==> config.mk <==
export PLATFORM = sky130hd
export DESIGN_NAME = wb_sram_slave
export DESIGN_NICKNAME = d
export VERILOG_FILES = /design/src/rtl/wb_pkg.sv /design/src/rtl/wb_sram_slave.sv
export SDC_FILE = /design/constraint.sdc
export NUM_CORES = 1
export LEC_CHECK = 0
export BUFFER_PORTS_ARGS = -buffer_cell sky130_fd_sc_hd__buf_2
export CORE_MARGIN = 3
export CORE_UTILIZATION = 49
export CTS_CLUSTER_DIAMETER = 120
export DETAILED_ROUTE_END_ITERATION = 16
export GPL_TIMING_DRIVEN = 0
export PLACE_DENSITY_LB_ADDON = 0.25
export SLEW_MARGIN = 20
export SYNTH_ARGS = -nofsm -noshare
export SYNTH_HDL_FRONTEND = slang
export SYNTH_SLANG_ARGS = --single-unit
==> constraint.sdc <==
create_clock -name clk -period 2.6 [get_ports clk]
set_clock_uncertainty 0.1 [all_clocks]
set_input_delay 0.13 -clock clk [delete_from_list [all_inputs] [get_ports clk]]
set_output_delay 0.13 -clock clk [all_outputs]
set_load 0.005 [all_outputs]
==> src/rtl/wb_pkg.sv <==
// Shared Wishbone/SRAM definitions: slave FSM states,
// default SRAM timing and memory-map constants.
package wb_pkg;

  typedef enum logic [2:0] {
    S_IDLE,
    S_READ,
    S_WR_SETUP,
    S_WR_PULSE,
    S_WR_HOLD,
    S_DONE,
    S_ERROR
  } wb_state_e;

  localparam int          DEF_READ_WAIT  = 2;
  localparam int          DEF_WRITE_WAIT = 2;
  localparam logic [31:0] SRAM_BASE      = 32'h8000_0000;

endpackage

==> src/rtl/wb_sram_slave.sv <==
// Wishbone B4 classic slave driving a 32-bit async SRAM bank.
// Every output is registered from the next-state decode.
module wb_sram_slave
  import wb_pkg::*;
#(
  parameter int          ADDR_W     = 20,
  parameter logic [31:0] BASE_ADDR  = SRAM_BASE,
  parameter int          READ_WAIT  = DEF_READ_WAIT,
  parameter int          WRITE_WAIT = DEF_WRITE_WAIT
) (
  input  logic              clk,
  input  logic              rst,
  input  logic              wb_cyc_i,
  input  logic              wb_stb_i,
  input  logic [31:0]       wb_adr_i,
  input  logic [31:0]       wb_dat_i,
  input  logic              wb_we_i,
  input  logic [3:0]        wb_sel_i,
  output logic [31:0]       wb_dat_o,
  output logic              wb_ack_o,
  output logic              wb_err_o,
  output logic              wb_rty_o,
  output logic [ADDR_W-1:0] sram_addr,
  output logic [31:0]       sram_data_o,
  input  logic [31:0]       sram_data_i,
  output logic              sram_data_oe,
  output logic              sram_ce_n,
  output logic              sram_oe_n,
  output logic              sram_we_n,
  output logic [3:0]        sram_be_n
);

  localparam int MAXW = (READ_WAIT > WRITE_WAIT) ?
                        READ_WAIT : WRITE_WAIT;
  localparam int CW   = $clog2(MAXW + 1);

  wb_state_e state_q, state_d;
  logic [CW-1:0] cnt_q, cnt_d;
  logic          abort_q, abort_d;
  logic [3:0]    sel_q, sel_d;
  logic          req, hit, take;
  logic          rd_d, wr_d;

  assign wb_rty_o = 1'b0;
  assign req  = wb_cyc_i & wb_stb_i;
  assign hit  = ((wb_adr_i - BASE_ADDR) >> (ADDR_W + 2)) == 32'd0;
  assign take = (state_q == S_IDLE) & req & hit & (wb_sel_i != 4'h0);
  assign sel_d = (state_q == S_IDLE) ? wb_sel_i : sel_q;
  assign rd_d = (state_d == S_READ);
  assign wr_d = (state_d == S_WR_SETUP) | (state_d == S_WR_PULSE) |
                (state_d == S_WR_HOLD);

  always_comb begin
    state_d = state_q;
    cnt_d   = cnt_q;
    abort_d = abort_q;
    unique case (state_q)
      S_IDLE: begin
        if (req) begin
          abort_d = 1'b0;
          if (!hit) begin
            state_d = S_ERROR;
          end else if (wb_sel_i == 4'h0) begin
            state_d = S_DONE;
          end else if (wb_we_i) begin
            state_d = S_WR_SETUP;
          end else begin
            state_d = S_READ;
            cnt_d   = CW'(READ_WAIT - 1);
          end
        end
      end
      S_READ: begin
        if (!wb_cyc_i) begin
          state_d = S_IDLE;
        end else if (cnt_q == '0) begin
          state_d = S_DONE;
        end else begin
          cnt_d = cnt_q - 1'b1;
        end
      end
      S_WR_SETUP: begin
        if (!wb_cyc_i) abort_d = 1'b1;
        state_d = S_WR_PULSE;
        cnt_d   = CW'(WRITE_WAIT - 1);
      end
      S_WR_PULSE: begin
        if (!wb_cyc_i) abort_d = 1'b1;
        if (cnt_q == '0) begin
          state_d = S_WR_HOLD;
        end else begin
          cnt_d = cnt_q - 1'b1;
        end
      end
      // an abort seen anywhere in the write still completes the hold
      S_WR_HOLD: begin
        state_d = (abort_q || !wb_cyc_i) ? S_IDLE : S_DONE;
      end
      S_DONE:  state_d = S_IDLE;
      S_ERROR: state_d = S_IDLE;
      default: state_d = S_IDLE;
    endcase
  end

  always_ff @(posedge clk) begin
    if (rst) begin
      state_q      <= S_IDLE;
      cnt_q        <= '0;
      abort_q      <= 1'b0;
      sel_q        <= 4'h0;
      wb_dat_o     <= 32'h0;
      wb_ack_o     <= 1'b0;
      wb_err_o     <= 1'b0;
      sram_addr    <= '0;
      sram_data_o  <= 32'h0;
      sram_data_oe <= 1'b0;
      sram_ce_n    <= 1'b1;
      sram_oe_n    <= 1'b1;
      sram_we_n    <= 1'b1;
      sram_be_n    <= 4'hF;
    end else begin
      state_q <= state_d;
      cnt_q   <= cnt_d;
      abort_q <= abort_d;
      if (take) begin
        sel_q       <= wb_sel_i;
        sram_addr   <= wb_adr_i[ADDR_W+1:2];
        sram_data_o <= wb_dat_i;
      end
      if (state_q == S_READ && state_d == S_DONE)
        wb_dat_o <= sram_data_i;
      wb_ack_o     <= (state_d == S_DONE);
      wb_err_o     <= (state_d == S_ERROR);
      sram_ce_n    <= !(rd_d | wr_d);
      sram_oe_n    <= !rd_d;
      sram_we_n    <= (state_d != S_WR_PULSE);
      sram_data_oe <= wr_d;
      if (rd_d)      sram_be_n <= 4'h0;
      else if (wr_d) sram_be_n <= ~sel_d;
      else           sram_be_n <= 4'hF;
    end
  end

endmodule

Yosys cells after proc, flatten, opt, wreduce, memory -nomap -nowiden
Index checks and enable logic that the tools add are counted.
{"block": "classes", "n_addsub": 2, "eq_ne": 17, "mux": 22, "n_bitwise": 8, "reduce_logical": 15}
{"cell": "$logic_not A32 Y1", "n": 1}
{"cell": "$sub A32 B32 Y32 const B", "n": 1}
{"cell": "$mux W3", "n": 7}
{"cell": "$pmux W3 S5", "n": 1}
{"cell": "$mux W2", "n": 7}
{"cell": "$eq A3 B2 Y1 const B", "n": 4}
{"cell": "$eq A3 B3 Y1 const B", "n": 4}
{"cell": "$mux W4", "n": 3}
{"cell": "$ne A2 B2 Y1 const B", "n": 6}
{"cell": "$pmux W2 S4", "n": 1}
{"cell": "$reduce_bool A4 Y1", "n": 2}
{"cell": "$eq A3 B1 Y1 const B", "n": 2}
{"cell": "$reduce_and A6 Y1", "n": 1}
{"cell": "$and A1 B1 Y1", "n": 4}
{"cell": "$logic_not A4 Y1", "n": 1}
{"cell": "$not A4 Y4", "n": 1}
{"cell": "$logic_not A1 Y1", "n": 3}
{"cell": "$logic_not A3 Y1", "n": 1}
{"cell": "$ne A3 B2 Y1 const B", "n": 1}
{"cell": "$or A1 B1 Y1", "n": 3}
{"cell": "$reduce_and A3 Y1", "n": 1}
{"cell": "$logic_not A2 Y1", "n": 1}
{"cell": "$mux W1", "n": 2}
{"cell": "$pmux W1 S2", "n": 1}
{"cell": "5 further kinds", "n": 5}
{"block": "totals", "register_bits": 104, "in_bits": 105, "output_inout_bits": 95}

Depth between registers and ports, before layout
{"block": "logic_depth", "ltp_word": 10, "mapped_depth": 9, "ltp_nobuf": 7}

Worst setup path after synthesis
Ideal clock, no wire load.
{"block": "synth_timing", "path_type": "register to register", "startpoint": "reg cnt_q[0]", "endpoint": "reg cnt_q[1]", "arrival_ps": 1619, "required_time_ps": 2430, "path_slack_ps": 810, "stages_incl_launch_ff": 8, "n_path_buf": 0, "path_cell_list": "dfxtp_1 inv_1 ha_1 o21bai_1 a221oi_2 nand2_1 or3_1 a21oi_1"}
{"block": "synth_between", "elab_chain_cells": 4, "word_cells_on_any_way": 5, "cone_classes": "1 x add/sub; 3 x mux; 1 x reduce/logical"}
{"item": "from (decl)", "line": "wb_sram_slave.sv:38", "source": "logic [CW-1:0] cnt_q, cnt_d;"}
{"item": "from (signal assigned)", "line": "wb_sram_slave.sv:123", "source": "cnt_q <= cnt_d;"}
{"item": "$sub A2 B1 Y2 or $logic_not A2 Y1 (tied branches)"}
{"item": "$mux W2 *", "line": "wb_sram_slave.sv:76, wb_sram_slave.sv:89"}
{"item": "$mux W2", "line": "wb_sram_slave.sv:74", "source": "if (!wb_cyc_i) begin"}
{"item": "$pmux W2 S4 *", "line": "wb_sram_slave.sv:57", "source": "unique case (state_q)"}
Every way passes the cells marked *; elsewhere a longest branch is shown, timed or not. The select of a mux whose other input is x is not followed.
A chain may end at the register's enable or synchronous reset.

Worst setup path after layout
{"block": "layout_timing", "startpoint": "in wb_sel_i[0]", "endpoint": "reg sram_ce_n"}
{"block": "layout_between", "elab_chain_cells": 10, "word_cells_on_any_way": 13, "cone_classes": "4 x eq/ne; 4 x mux; 3 x bitwise; 2 x reduce/logical"}
{"item": "from (decl)", "line": "wb_sram_slave.sv:18", "source": "input logic [3:0] wb_sel_i,"}
{"item": "$logic_not A4 Y1 *", "line": "wb_sram_slave.sv:63", "source": "end else if (wb_sel_i == 4'h0) begin"}
{"item": "$mux W3 *", "line": "wb_sram_slave.sv:63"}
{"item": "$mux W3 *", "line": "wb_sram_slave.sv:61", "source": "if (!hit) begin"}
{"item": "$mux W3 *", "line": "wb_sram_slave.sv:59", "source": "if (req) begin"}
{"item": "$pmux W3 S5 *", "line": "wb_sram_slave.sv:57"}
{"item": "$eq A3 B2 Y1", "line": "wb_sram_slave.sv:50", "source": "assign wr_d = (state_d == S_WR_SETUP) | (state_d == S_WR_PULSE) |"}
{"item": "$or A1 B1 Y1 (2 in series)", "line": "wb_sram_slave.sv:50"}
{"item": "$or A1 B1 Y1 *", "line": "wb_sram_slave.sv:134", "source": "sram_ce_n <= !(rd_d | wr_d);"}
{"item": "$logic_not A1 Y1 *", "line": "wb_sram_slave.sv:134"}
{"item": "to (signal assigned)", "line": "wb_sram_slave.sv:134"}
{"item": "to (decl)", "line": "wb_sram_slave.sv:27", "source": "output logic sram_ce_n,"}
Every way passes the cells marked *; elsewhere a longest branch is shown, timed or not.

==> results.sh <==
export IMPL_cts_buffers=9
export IMPL_max_slew_margin_pct=61.4
export IMPL_crit_reg2reg_launch="state_q[0]$_SDFF_PP0_"
export IMPL_dp_hpwl_mm=8.45
export IMPL_cts_resized=0
export IMPL_final_core_util_pct=79.4
export IMPL_syn_num_nets=585
export IMPL_crit_required_ns=2.75
export IMPL_slew_viol_final=0
export IMPL_grt_pass1_wl_mm=19.5
export IMPL_dieArea_sq_mm=0.00920
export IMPL_start_util_pct=51.0
export IMPL_clkSinkCount=104
export IMPL_layout_min_cycle_time_ns=2.09
export IMPL_drc=0
export IMPL_grt_usage_pct=27.3
export IMPL_r2r_slack_ns=0.52
export IMPL_nNetsFinal=879
export IMPL_grt_max_degree=17
export IMPL_yosysMostFrequentCell="nand2_1"
export IMPL_diodes=0
export IMPL_min_from="wb_cyc_i"
export IMPL_grt_overflow=0
export IMPL_syn_area_per_cell_sq_um=8.27
export IMPL_tritoncts="yes"
export IMPL_ioPinCount=200
export IMPL_async_flop_share_pct=0
export IMPL_ir_worst_vdd_mv=0.329
export IMPL_yosys_top_cells_area="dfxtp_1 53%, nand2_1 17%, a21oi_1 12%"
export IMPL_hold_depth=4
export IMPL_synth_flop_cell="dfxtp_1"
export IMPL_cts_root_buffer="clkbuf_8"
export IMPL_r2r_end="sram_addr[8]$_SDFFE_PP0P_"
export IMPL_comb_power_share_pct=13.3
export IMPL_firstDrtPassIters=5
export IMPL_fp_dieH_microns=95.9
export IMPL_status="completed"
export IMPL_antenna_found_initial=0
export IMPL_area_growth_synth_to_final_pct=55.6
export IMPL_cp_arrival_ns=2.24
export IMPL_clkLatencyLatePin_ns=0.36
export IMPL_drive_gt1_share_pct=31.7
export IMPL_row_count=32
export IMPL_synth_top_area_share_pct=52.6
export IMPL_yosysTopAreaCell="dfxtp_1"
export IMPL_switchingPower_w=0.000733
export IMPL_die_w_microns=95.9
export IMPL_ff2ff_path_depth=7
export IMPL_clkPwrFrac_pct=34.7
export IMPL_clkTransAtPathRegs_ns=0.09
export IMPL_ys_ff_latch=104
export IMPL_setup_viol=0
export IMPL_drtIter0Drc=221
export IMPL_via_per_inst=5.04
export IMPL_maxCapViolations=0
export IMPL_stdcell_count=879
export IMPL_drt_wl_total_mm=13.0
export IMPL_grt_pass1_vias=4286
export IMPL_cp_end_kind="flip-flop"
export IMPL_cellPowerDensity_mw_per_mm2=511
export IMPL_core_area_sq_mm=0.00777
export IMPL_synth_cell_types=42
export IMPL_worst_pin_slew_ns=0.574
export IMPL_switching_share_pct=23.3
export IMPL_seq_power_share_pct=52.0
export IMPL_yosysSeqAreaShare_pct=52.6
export IMPL_hold_class="primary input to flip-flop"
export IMPL_ant_nets=0
export IMPL_dp_cells=776
export IMPL_rsz0062_at_grt="false"
export IMPL_port_buffers=195
export IMPL_holdPathEnd="abort_q$_SDFFE_PP0P_"
export IMPL_cts_path_max_buffers=2
export IMPL_fmax_ghz=0.479
export IMPL_synth_commonest_cells="179 x nand2_1, 104 x dfxtp_1, 93 x a21oi_1, 12 x clkbuf_1, 10 x buf_2"
export IMPL_place_gp_congestion=0.829
export IMPL_vias=4434
export IMPL_internal_power_w=0.00242
export IMPL_start_kind="primary input"
export IMPL_htree_levels=3
export IMPL_power_leakage_nw=2.71
export IMPL_finalPower_w=0.00315
export IMPL_synth_edf_count=0
export IMPL_yosys_warnings=0
export IMPL_fill_cells=533
export IMPL_critPathKind="primary input to flip-flop"
export IMPL_layout_worst_path_cycle_share_pct=80.3
export IMPL_syn_area_sq_mm=0.00396
export IMPL_finalSetupTns_ns=0
export IMPL_drt_wirelength_per_cell_microns=14.8
export IMPL_path_max_fanout=9
export IMPL_synthCells=479
export IMPL_hold_viol=0
power groups by stage:
stage | Combinational [W] | Clock (W) | Sequential [W]
floorplan | 0.000161 | 0 | 0.00167
global placement | 0.000296 | 0 | 0.00167
detailed placement | 0.000304 | 0 | 0.00167
CTS | 0.000409 | 0.00111 | 0.00164
global route | 0.000452 | 0.00117 | 0.00164
finish | 0.000418 | 0.00109 | 0.00164
placed cells by master, fill, tap and decap left out, types with 2 or more instances in the layout:
cell	count
dfxtp_1	104
or3_1	3
nand2_1	179
bufinv_16	2
a31o_1	2
buf_6	9
nor4b_2	2
inv_1	4
o2111ai_1	3
nor2_1	8
nand3b_1	2
mux2i_1	3
a21oi_1	93
clkbuf_1	12
mux2_2	4
nand2b_1	5
and3_1	5
clkbuf_8	10
o21ai_1	3
buf_2	205
dlygate4sd3_1	88
nand3_1	5
worst max-delay path by stage:
stage / end / startpoint / slack (ns) / depth (start not counted)
4_1_cts: sram_ce_n$_SDFF_PP1_ / wb_sel_i[3] / 0.52 / 7
5_1_grt: sram_ce_n$_SDFF_PP1_ / wb_sel_i[3] / 0.37 / 7
3_3_place_gp: sram_addr[19]$_SDFFE_PP0P_ / state_q[0]$_SDFF_PP0_ / 0.62 / 7
2_1_floorplan: cnt_q[1]$_SDFFE_PP0P_ / cnt_q[0]$_SDFFE_PP0P_ / 0.81 / 7
3_5_place_dp: sram_addr[15]$_SDFFE_PP0P_ / state_q[0]$_SDFF_PP0_ / 0.57 / 7
6_report: sram_ce_n$_SDFF_PP1_ / wb_sel_i[0] / 0.51 / 7
kinds of logic (layout without fill, tap and decap cells):
logic type,after synthesis,after routing,share of synthesized area (%)
AO/OA/AOI/OAI,111,111,15.7
buffers and inverters,36,334,5.53
flip-flops,104,104,52.6
adder cells (fa/ha/maj),1,1,0.316
other,1,1,0.0947
multiplexers,7,7,1.90
AND/OR/NAND/NOR,219,219,23.9
metrics by stage:
stage / hold WS, ns / setup WS (ns) / cell area, sq um
3_5_place_dp: 0.277 / 0.565 / 5060
3_3_place_gp: 0.271 / 0.624 / 5060
2_1_floorplan: 0.166 / 0.810 / 3960
5_1_grt: 0.137 / 0.369 / 6160
6_report: 0.0904 / 0.513 / 6160
4_1_cts: 0.0783 / 0.519 / 6160
per-layer routing:
| layer | up-vias | routed length (microns) | track usage [%] |
|---|---|---|---|
| met2 | 179 | 6620 | 49.5 |
| met3 | 32 | 959 | 6.33 |
| met1 | 2053 | 5110 | 30.0 |
| met4 | 0 | 333 | 12.1 |
| met5 | - | 0 | 0 |
| li1 | 2170 | - | - |
layout make-up:
class	instances	area (sq um)	share of cell area, %
multi-input combinational	339	1660	26.9
inverter	4	15.0	0.244
sequential	104	2080	33.8
timing repair buffer	283	1860	30.1
buffer	32	204	3.31
clock buffer	10	138	2.23
clock inverter	5	81.3	1.32
tap	102	128	2.07
flip-flops by register name, indices dropped and copies added, names as in the netlist:
signal and flops:
cnt_q 2, sram_data_oe 1, sel_q 4, wb_dat_o 32, sram_we_n 1, wb_ack_o 1
sram_data_o 32, sram_oe_n 1, sram_be_n 4, sram_ce_n 1, wb_err_o 1, state_q 3
sram_addr 20, abort_q 1
worst max-delay path: stages:
cell           delay, ns
dlygate4sd3_1       0.55
buf_2               0.15
o41ai_1             0.42
nand4_1             0.21
a21oi_4             0.37
nand3_1             0.17
a31o_1              0.24
repair_timing:
item / in CTS / in global routing
hold endpoints to repair: 88 / 0
buffers inserted: 0 / 0
hold buffers: 88 / 0
Note: power is estimated with default switching activity, not from simulation.
